## config.mk

```make
export PLATFORM = sky130hd
export DESIGN_NAME = present_round_ctrl
export DESIGN_NICKNAME = d
export VERILOG_FILES = /design/src/rtl/present_round_ctrl.sv
export SDC_FILE = /design/constraint.sdc
export NUM_CORES = 1
export LEC_CHECK = 0
export CORE_MARGIN = 1.5
export CORE_UTILIZATION = 55
export CTS_BUF_LIST = sky130_fd_sc_hd__clkbuf_4
export DETAILED_ROUTE_END_ITERATION = 10
export GPL_TIMING_DRIVEN = 0
export PLACE_DENSITY = 0.88
export SYNTH_ARGS = -nofsm -noshare
export SYNTH_HDL_FRONTEND = slang
export SYNTH_SLANG_ARGS = --single-unit
```

## constraint.sdc

```tcl
create_clock -name clk -period 6.79 [get_ports clk]
set_input_delay 1.358 -clock clk [delete_from_list [all_inputs] [get_ports clk]]
set_output_delay 1.358 -clock clk [all_outputs]
set_load 0.1 [all_outputs]
```

## src/rtl/present_round_ctrl.sv

```systemverilog
//==============================================================================
// Module      : present_round_ctrl
// Description : Iterative PRESENT-80 encryption engine with a time-multiplexed
//               S-layer and a dedicated key-schedule S-box.
// Revision    : 1.0 - initial release
//==============================================================================
`default_nettype none

module present_round_ctrl #(
    parameter int SBOX_LANES = 16
) (
    input  logic        clk,
    input  logic        rst,
    input  logic        in_valid,
    output logic        in_ready,
    input  logic [63:0] plaintext,
    input  logic [79:0] key,
    output logic        out_valid,
    input  logic        out_ready,
    output logic [63:0] ciphertext,
    output logic        busy
);

    localparam int GROUPS = 16 / SBOX_LANES;
    localparam int GW     = (GROUPS > 1) ? $clog2(GROUPS) : 1;
    localparam logic [GW-1:0] c_last_grp = GW'(GROUPS - 1);

    localparam logic [2:0] c_idle = 3'd0;
    localparam logic [2:0] c_ark  = 3'd1;
    localparam logic [2:0] c_sub  = 3'd2;
    localparam logic [2:0] c_perm = 3'd3;
    localparam logic [2:0] c_done = 3'd4;

    generate
        if (!(SBOX_LANES == 1 || SBOX_LANES == 2 || SBOX_LANES == 4 ||
              SBOX_LANES == 8 || SBOX_LANES == 16)) begin : g_bad_lanes
            $error("present_round_ctrl: SBOX_LANES must be 1, 2, 4, 8 or 16");
        end
    endgenerate

    function automatic logic [3:0] present_sbox(input logic [3:0] x);
        logic [3:0] y;
        case (x)
            4'h0: y = 4'hC;  4'h1: y = 4'h5;  4'h2: y = 4'h6;  4'h3: y = 4'hB;
            4'h4: y = 4'h9;  4'h5: y = 4'h0;  4'h6: y = 4'hA;  4'h7: y = 4'hD;
            4'h8: y = 4'h3;  4'h9: y = 4'hE;  4'hA: y = 4'hF;  4'hB: y = 4'h8;
            4'hC: y = 4'h4;  4'hD: y = 4'h7;  4'hE: y = 4'h1;  default: y = 4'h2;
        endcase
        return y;
    endfunction

    logic [2:0]    r_fsm;
    logic [63:0]   r_state;
    logic [79:0]   r_key;
    logic [5:0]    r_round;
    logic [GW-1:0] r_grp;

    logic [3:0]  w_lane_in  [SBOX_LANES];
    logic [3:0]  w_lane_out [SBOX_LANES];
    logic [63:0] w_state_sub;
    logic [63:0] w_state_perm;
    logic [79:0] w_key_rot;
    logic [79:0] w_key_next;

    // Lane l of group g always handles nibble g*SBOX_LANES + l.
    generate
        for (genvar l = 0; l < SBOX_LANES; l++) begin : g_lane
            assign w_lane_in[l]  = r_state[(int'(r_grp) * SBOX_LANES + l) * 4 +: 4];
            assign w_lane_out[l] = present_sbox(w_lane_in[l]);
        end
    endgenerate

    always_comb begin
        w_state_sub = r_state;
        for (int l = 0; l < SBOX_LANES; l++) begin
            w_state_sub[(int'(r_grp) * SBOX_LANES + l) * 4 +: 4] = w_lane_out[l];
        end
    end

    always_comb begin
        w_state_perm = r_state;
        for (int i = 0; i < 63; i++) begin
            w_state_perm[(16 * i) % 63] = r_state[i];
        end
    end

    assign w_key_rot = {r_key[18:0], r_key[79:19]};

    always_comb begin
        w_key_next          = w_key_rot;
        w_key_next[79:76]   = present_sbox(w_key_rot[79:76]);
        w_key_next[19:15]   = w_key_rot[19:15] ^ r_round[4:0];
    end

    always_ff @(posedge clk or posedge rst) begin
        if (rst) begin
            r_fsm   <= c_idle;
            r_state <= '0;
            r_key   <= '0;
            r_round <= 6'd1;
            r_grp   <= '0;
        end else begin
            case (r_fsm)
                c_idle: begin
                    if (in_valid) begin
                        r_state <= plaintext;
                        r_key   <= key;
                        r_round <= 6'd1;
                        r_fsm   <= c_ark;
                    end
                end
                c_ark: begin
                    r_state <= r_state ^ r_key[79:16];
                    if (r_round == 6'd32) begin
                        r_fsm <= c_done;
                    end else begin
                        r_grp <= '0;
                        r_fsm <= c_sub;
                    end
                end
                c_sub: begin
                    r_state <= w_state_sub;
                    if (r_grp == c_last_grp) begin
                        r_fsm <= c_perm;
                    end else begin
                        r_grp <= r_grp + 1'b1;
                    end
                end
                c_perm: begin
                    r_state <= w_state_perm;
                    r_key   <= w_key_next;
                    r_round <= r_round + 6'd1;
                    r_fsm   <= c_ark;
                end
                c_done: begin
                    if (out_ready) begin
                        r_fsm <= c_idle;
                    end
                end
                default: r_fsm <= c_idle;
            endcase
        end
    end

    assign in_ready   = (r_fsm == c_idle);
    assign out_valid  = (r_fsm == c_done);
    assign busy       = (r_fsm != c_idle);
    // Intermediate round state is never exposed on the output bus.
    assign ciphertext = out_valid ? r_state : 64'd0;

endmodule

`default_nettype wire

```

==> impl_metrics.yaml <==
route:
  dr.pass1.iters: 6
  ant_nets: 0
  drt_iter0_markers: 1637
  via_per_inst: 6.64
  wirelength_microns: 49700
  vias: 12700
  drc: 0
  wl_per_cell_microns: 26.0
clock_tree:
  numCtsBuffers: 17
  clkLatencyLatePin_ns: 0.63
  cts_sinks: 153
  clkSlewWorstSetupHoldPaths_ns: 0.16
  htree_levels: 4
  clk_path_buf_depth: 2
  hold_buffers: 0
  post_cts_resized: 0
  cts_root_buf: "clkbuf_4"
  cts_tree: "yes"
  postCtsSetupBuffers: 0
sta:
  fin_crit_sh_pct: 81.5
  setup_viol: 0
  drv_slew: 0
  max-slew-margin-rel_pct: 33.7
  min_period_ns: 5.53
  setup_tns_ns: 0
  clock_skew_ns: 0.0321
  finalHoldViolCount: 0
  tightest_slew_ns: 0.991
  max_freq_mhz: 181
  rsz0062_at_grt: "false"
yosys:
  synthesis.nets: 1621
  synth_area_per_cell_sq_um: 8.41
  synth_seq_cells: 153
  synth_compound_area_share_pct: 23.6
  synth_top_family_by_area: "compound AO/OA/AOI/OAI gates"
  synth_area_sq_um: 11600
  yosys_warnings: 0
  synthFlopType: "dfrtp_1"
  synth_mux_area_share_pct: 6.12
  synth_xor_xnor_area_share_pct: 6.39
  yosysSeqAreaShare_pct: 32.9
  synthAdderAreaFrac_pct: 9.34
  synth_edf_count: 0
  synth_cells: 1386
  yosys.area_share.simple_pct: 15.0
  synth-async-reset-ratio_pct: 100
  synth_cell_type_count: 47
global_route:
  use_met1_pct: 55.3
  antenna_found_initial: 2
  grt.busiest_layer: "met2"
  grt_remaining_overflow: 0
  grtUsageMet3_pct: 14.3
  grtUsageMet2_pct: 69.1
  grt_use_total_pct: 45.3
  grt_max_degree: 99
  grt_pass1_wl_microns: 73200
  grt_pass1_vias: 12300
final_layout:
  finalNonFillerCells: 1909
  fillers: 1747
  num-nets-final: 1854
  area_delta_synth_final_pct: 24.0
  final_layout_size_suffix_gt1_share_pct: 6.31
power:
  powerDensity_nw_per_um2: 524
  pwr-share-comb_pct: 62.6
  clkPwrFrac_pct: 7.9
  p_seq_share_pct: 29.5
  p_leak_nw: 6.02
  intPower_w: 0.00345
  vdd_drop_max_uv: 213
  p_sw_share_pct: 54.4
  switchingPower_w: 0.00412
critical_path:
  critPathLaunchType: "register"
  cp-end-kind: "output port"
  crit_required_ns: 5.43
  r2r-start: "r_fsm[1]"
  cp_common_cell: "buf_2"
  reg2reg_slack_ns: 4.25
  cp_max_fo: 10
  crit_chain: "buf_2 > buf_2 > nor2_1 > clkbuf_1 > and3_1 > clkdlybuf4s50_1"
  cp_slowest_cell: "clkdlybuf4s50_1"
  reg2reg_to: "r_state[19]"
  max_stage_delay_ns: 1.14
  cp.arrival_ns: 4.18
  r2r_cells: 7
  crit_type: "register to output port"
place:
  place_inst: 1875
  portBuffers: 213
  dp_hpwl_microns: 37400
  gp_congestion: 1.02
hold_path:
  holdPathStages: 1
  whs_endpoint: "r_round[5]"
  hold_path_startpoint: "r_round[5]"
  hp-class: "register to register"
floorplanning:
  die-width_microns: 149
  ios: 215
  start_util_pct: 55.8
  core_area_sq_um: 20900
  rows: 53
  die_area_sq_um: 22100
  die_h_microns: 149
run_status:
  status: "complete, no violations"
run:
  drv_cap: 0
power by group through the flow:
stage | logic (W) | registers [W] | clock network (W)
final | 0.00474 | 0.00223 | 0.000598
after global routing | 0.00512 | 0.00224 | 0.000627
after CTS | 0.00460 | 0.00216 | 0.000589
after detailed placement | 0.00458 | 0.00218 | 0
after global placement | 0.00442 | 0.00216 | 0
after floorplan | 0.00333 | 0.00183 | 0
registers in the layout (all words and copies together), names as in the netlist:
name     flops
r_round      6
r_key       80
r_fsm        3
r_state     64
critical path: cells and delay by family, from the launching register on:
kind	cells	cell delay (ns)
flops	1	0.46
simple gates	2	0.95
buf+inv	4	2.17
stage by stage:
stage	hold WS, ns	util [%]	setup slack [ns]	power (W)	area [sq um]
after floorplan	0.452	-	1.31	0.00516	11600
after global placement	0.472	67.6	-0.949	0.00658	14100
after detailed placement	0.481	67.8	2.10	0.00676	14200
after CTS	0.498	69.2	1.44	0.00735	14400
after global routing	0.539	69.2	1.24	0.00799	14500
final	0.502	69.2	1.26	0.00757	14500
cell usage in the layout, fill, tap and decap left out, types with 5 or more instances in the layout:
cell | netlist | routed
nor3_1 | 33 | 33
inv_1 | 57 | 56
a211oi_1 | 28 | 28
a21oi_1 | 134 | 134
mux2i_1 | 6 | 6
xor2_1 | 30 | 30
a221oi_1 | 24 | 24
nand2_1 | 120 | 120
nor2b_1 | 18 | 18
ha_1 | 87 | 87
clkbuf_4 | 0 | 17
nor2_1 | 162 | 162
and3_1 | 33 | 33
o22ai_1 | 66 | 66
a22oi_1 | 77 | 77
a31oi_1 | 5 | 5
a221o_1 | 8 | 8
dfrtp_1 | 152 | 152
buf_4 | 5 | 5
inv_6 | 0 | 5
mux4_2 | 29 | 29
xnor2_1 | 55 | 55
buf_2 | 28 | 28
clkdlybuf4s50_1 | 0 | 213
nor3b_1 | 11 | 11
clkbuf_1 | 77 | 77
buf_1 | 24 | 24
o21ai_0 | 88 | 88
area by class of cell:
cell class	count	area, sq um	area share, %
multi-input cells	1041	7040	48.7
repair buffers	214	2160	14.9
well taps	275	344	2.38
clock buffers	17	128	0.883
inverters	57	219	1.52
diodes	2	5.00	0.0346
plain buffers	135	568	3.93
clock inverters	15	159	1.10
flip-flops and latches	153	3830	26.5
cell families (layout without fill, tap and decap cells):
kind of cell,count (synthesis),in the layout
adder cells (fa/ha/maj),87,87
buffers and inverters,192,438
flip-flops,153,153
multiplexers,35,35
other,0,2
AO/OA/AOI/OAI,442,442
AND/OR/NAND/NOR,392,392
XOR/XNOR,85,85
per-layer routing:
| layer | wire [microns] | share of wire (%) | vias up |
|---|---|---|---|
| met5 | 64 | 0.13 | - |
| met4 | 3580 | 7.2 | 2 |
| met3 | 6520 | 13 | 237 |
| met2 | 21800 | 44 | 977 |
| met1 | 17700 | 36 | 6060 |
| li1 | - | - | 5396 |
worst max-delay path by stage:
| stage | cells after the start | endpoint | from | slack [ns] |
|---|---|---|---|---|
| after floorplan | 1 | r_fsm[0] | rst | 1.31 |
| after global placement | 2 | r_state[41] | rst | -0.95 |
| after detailed placement | 6 | ciphertext[62] | r_fsm[0] | 2.10 |
| after CTS | 6 | ciphertext[62] | r_fsm[0] | 1.44 |
| after global routing | 7 | in_ready | r_fsm[0] | 1.24 |
| final | 6 | ciphertext[62] | r_fsm[0] | 1.26 |
Yosys cell counts (all sizes together) (2+ instances only):
master,count,area (sq um)
nor2,162,608
dfrtp,152,3800
a21oi,135,679
nand2,121,457
o21ai,89,457
ha,87,1090
a22oi,77,578
clkbuf,77,289
o22ai,66,413
buf,58,279
inv,57,214
xnor2,55,482
and3,33,206
nor3,33,165
xor2,30,263
mux4,29,653
a211oi,28,210
a221oi,25,225
nor2b,18,113
nor3b,11,82.6
a221o,8,80.1
mux2i,6,60.1
a31oi,5,31.3
a2111oi,4,35.0
nand2b,4,25.0
nand4,2,12.5
Power figures use the tool's default switching activity.
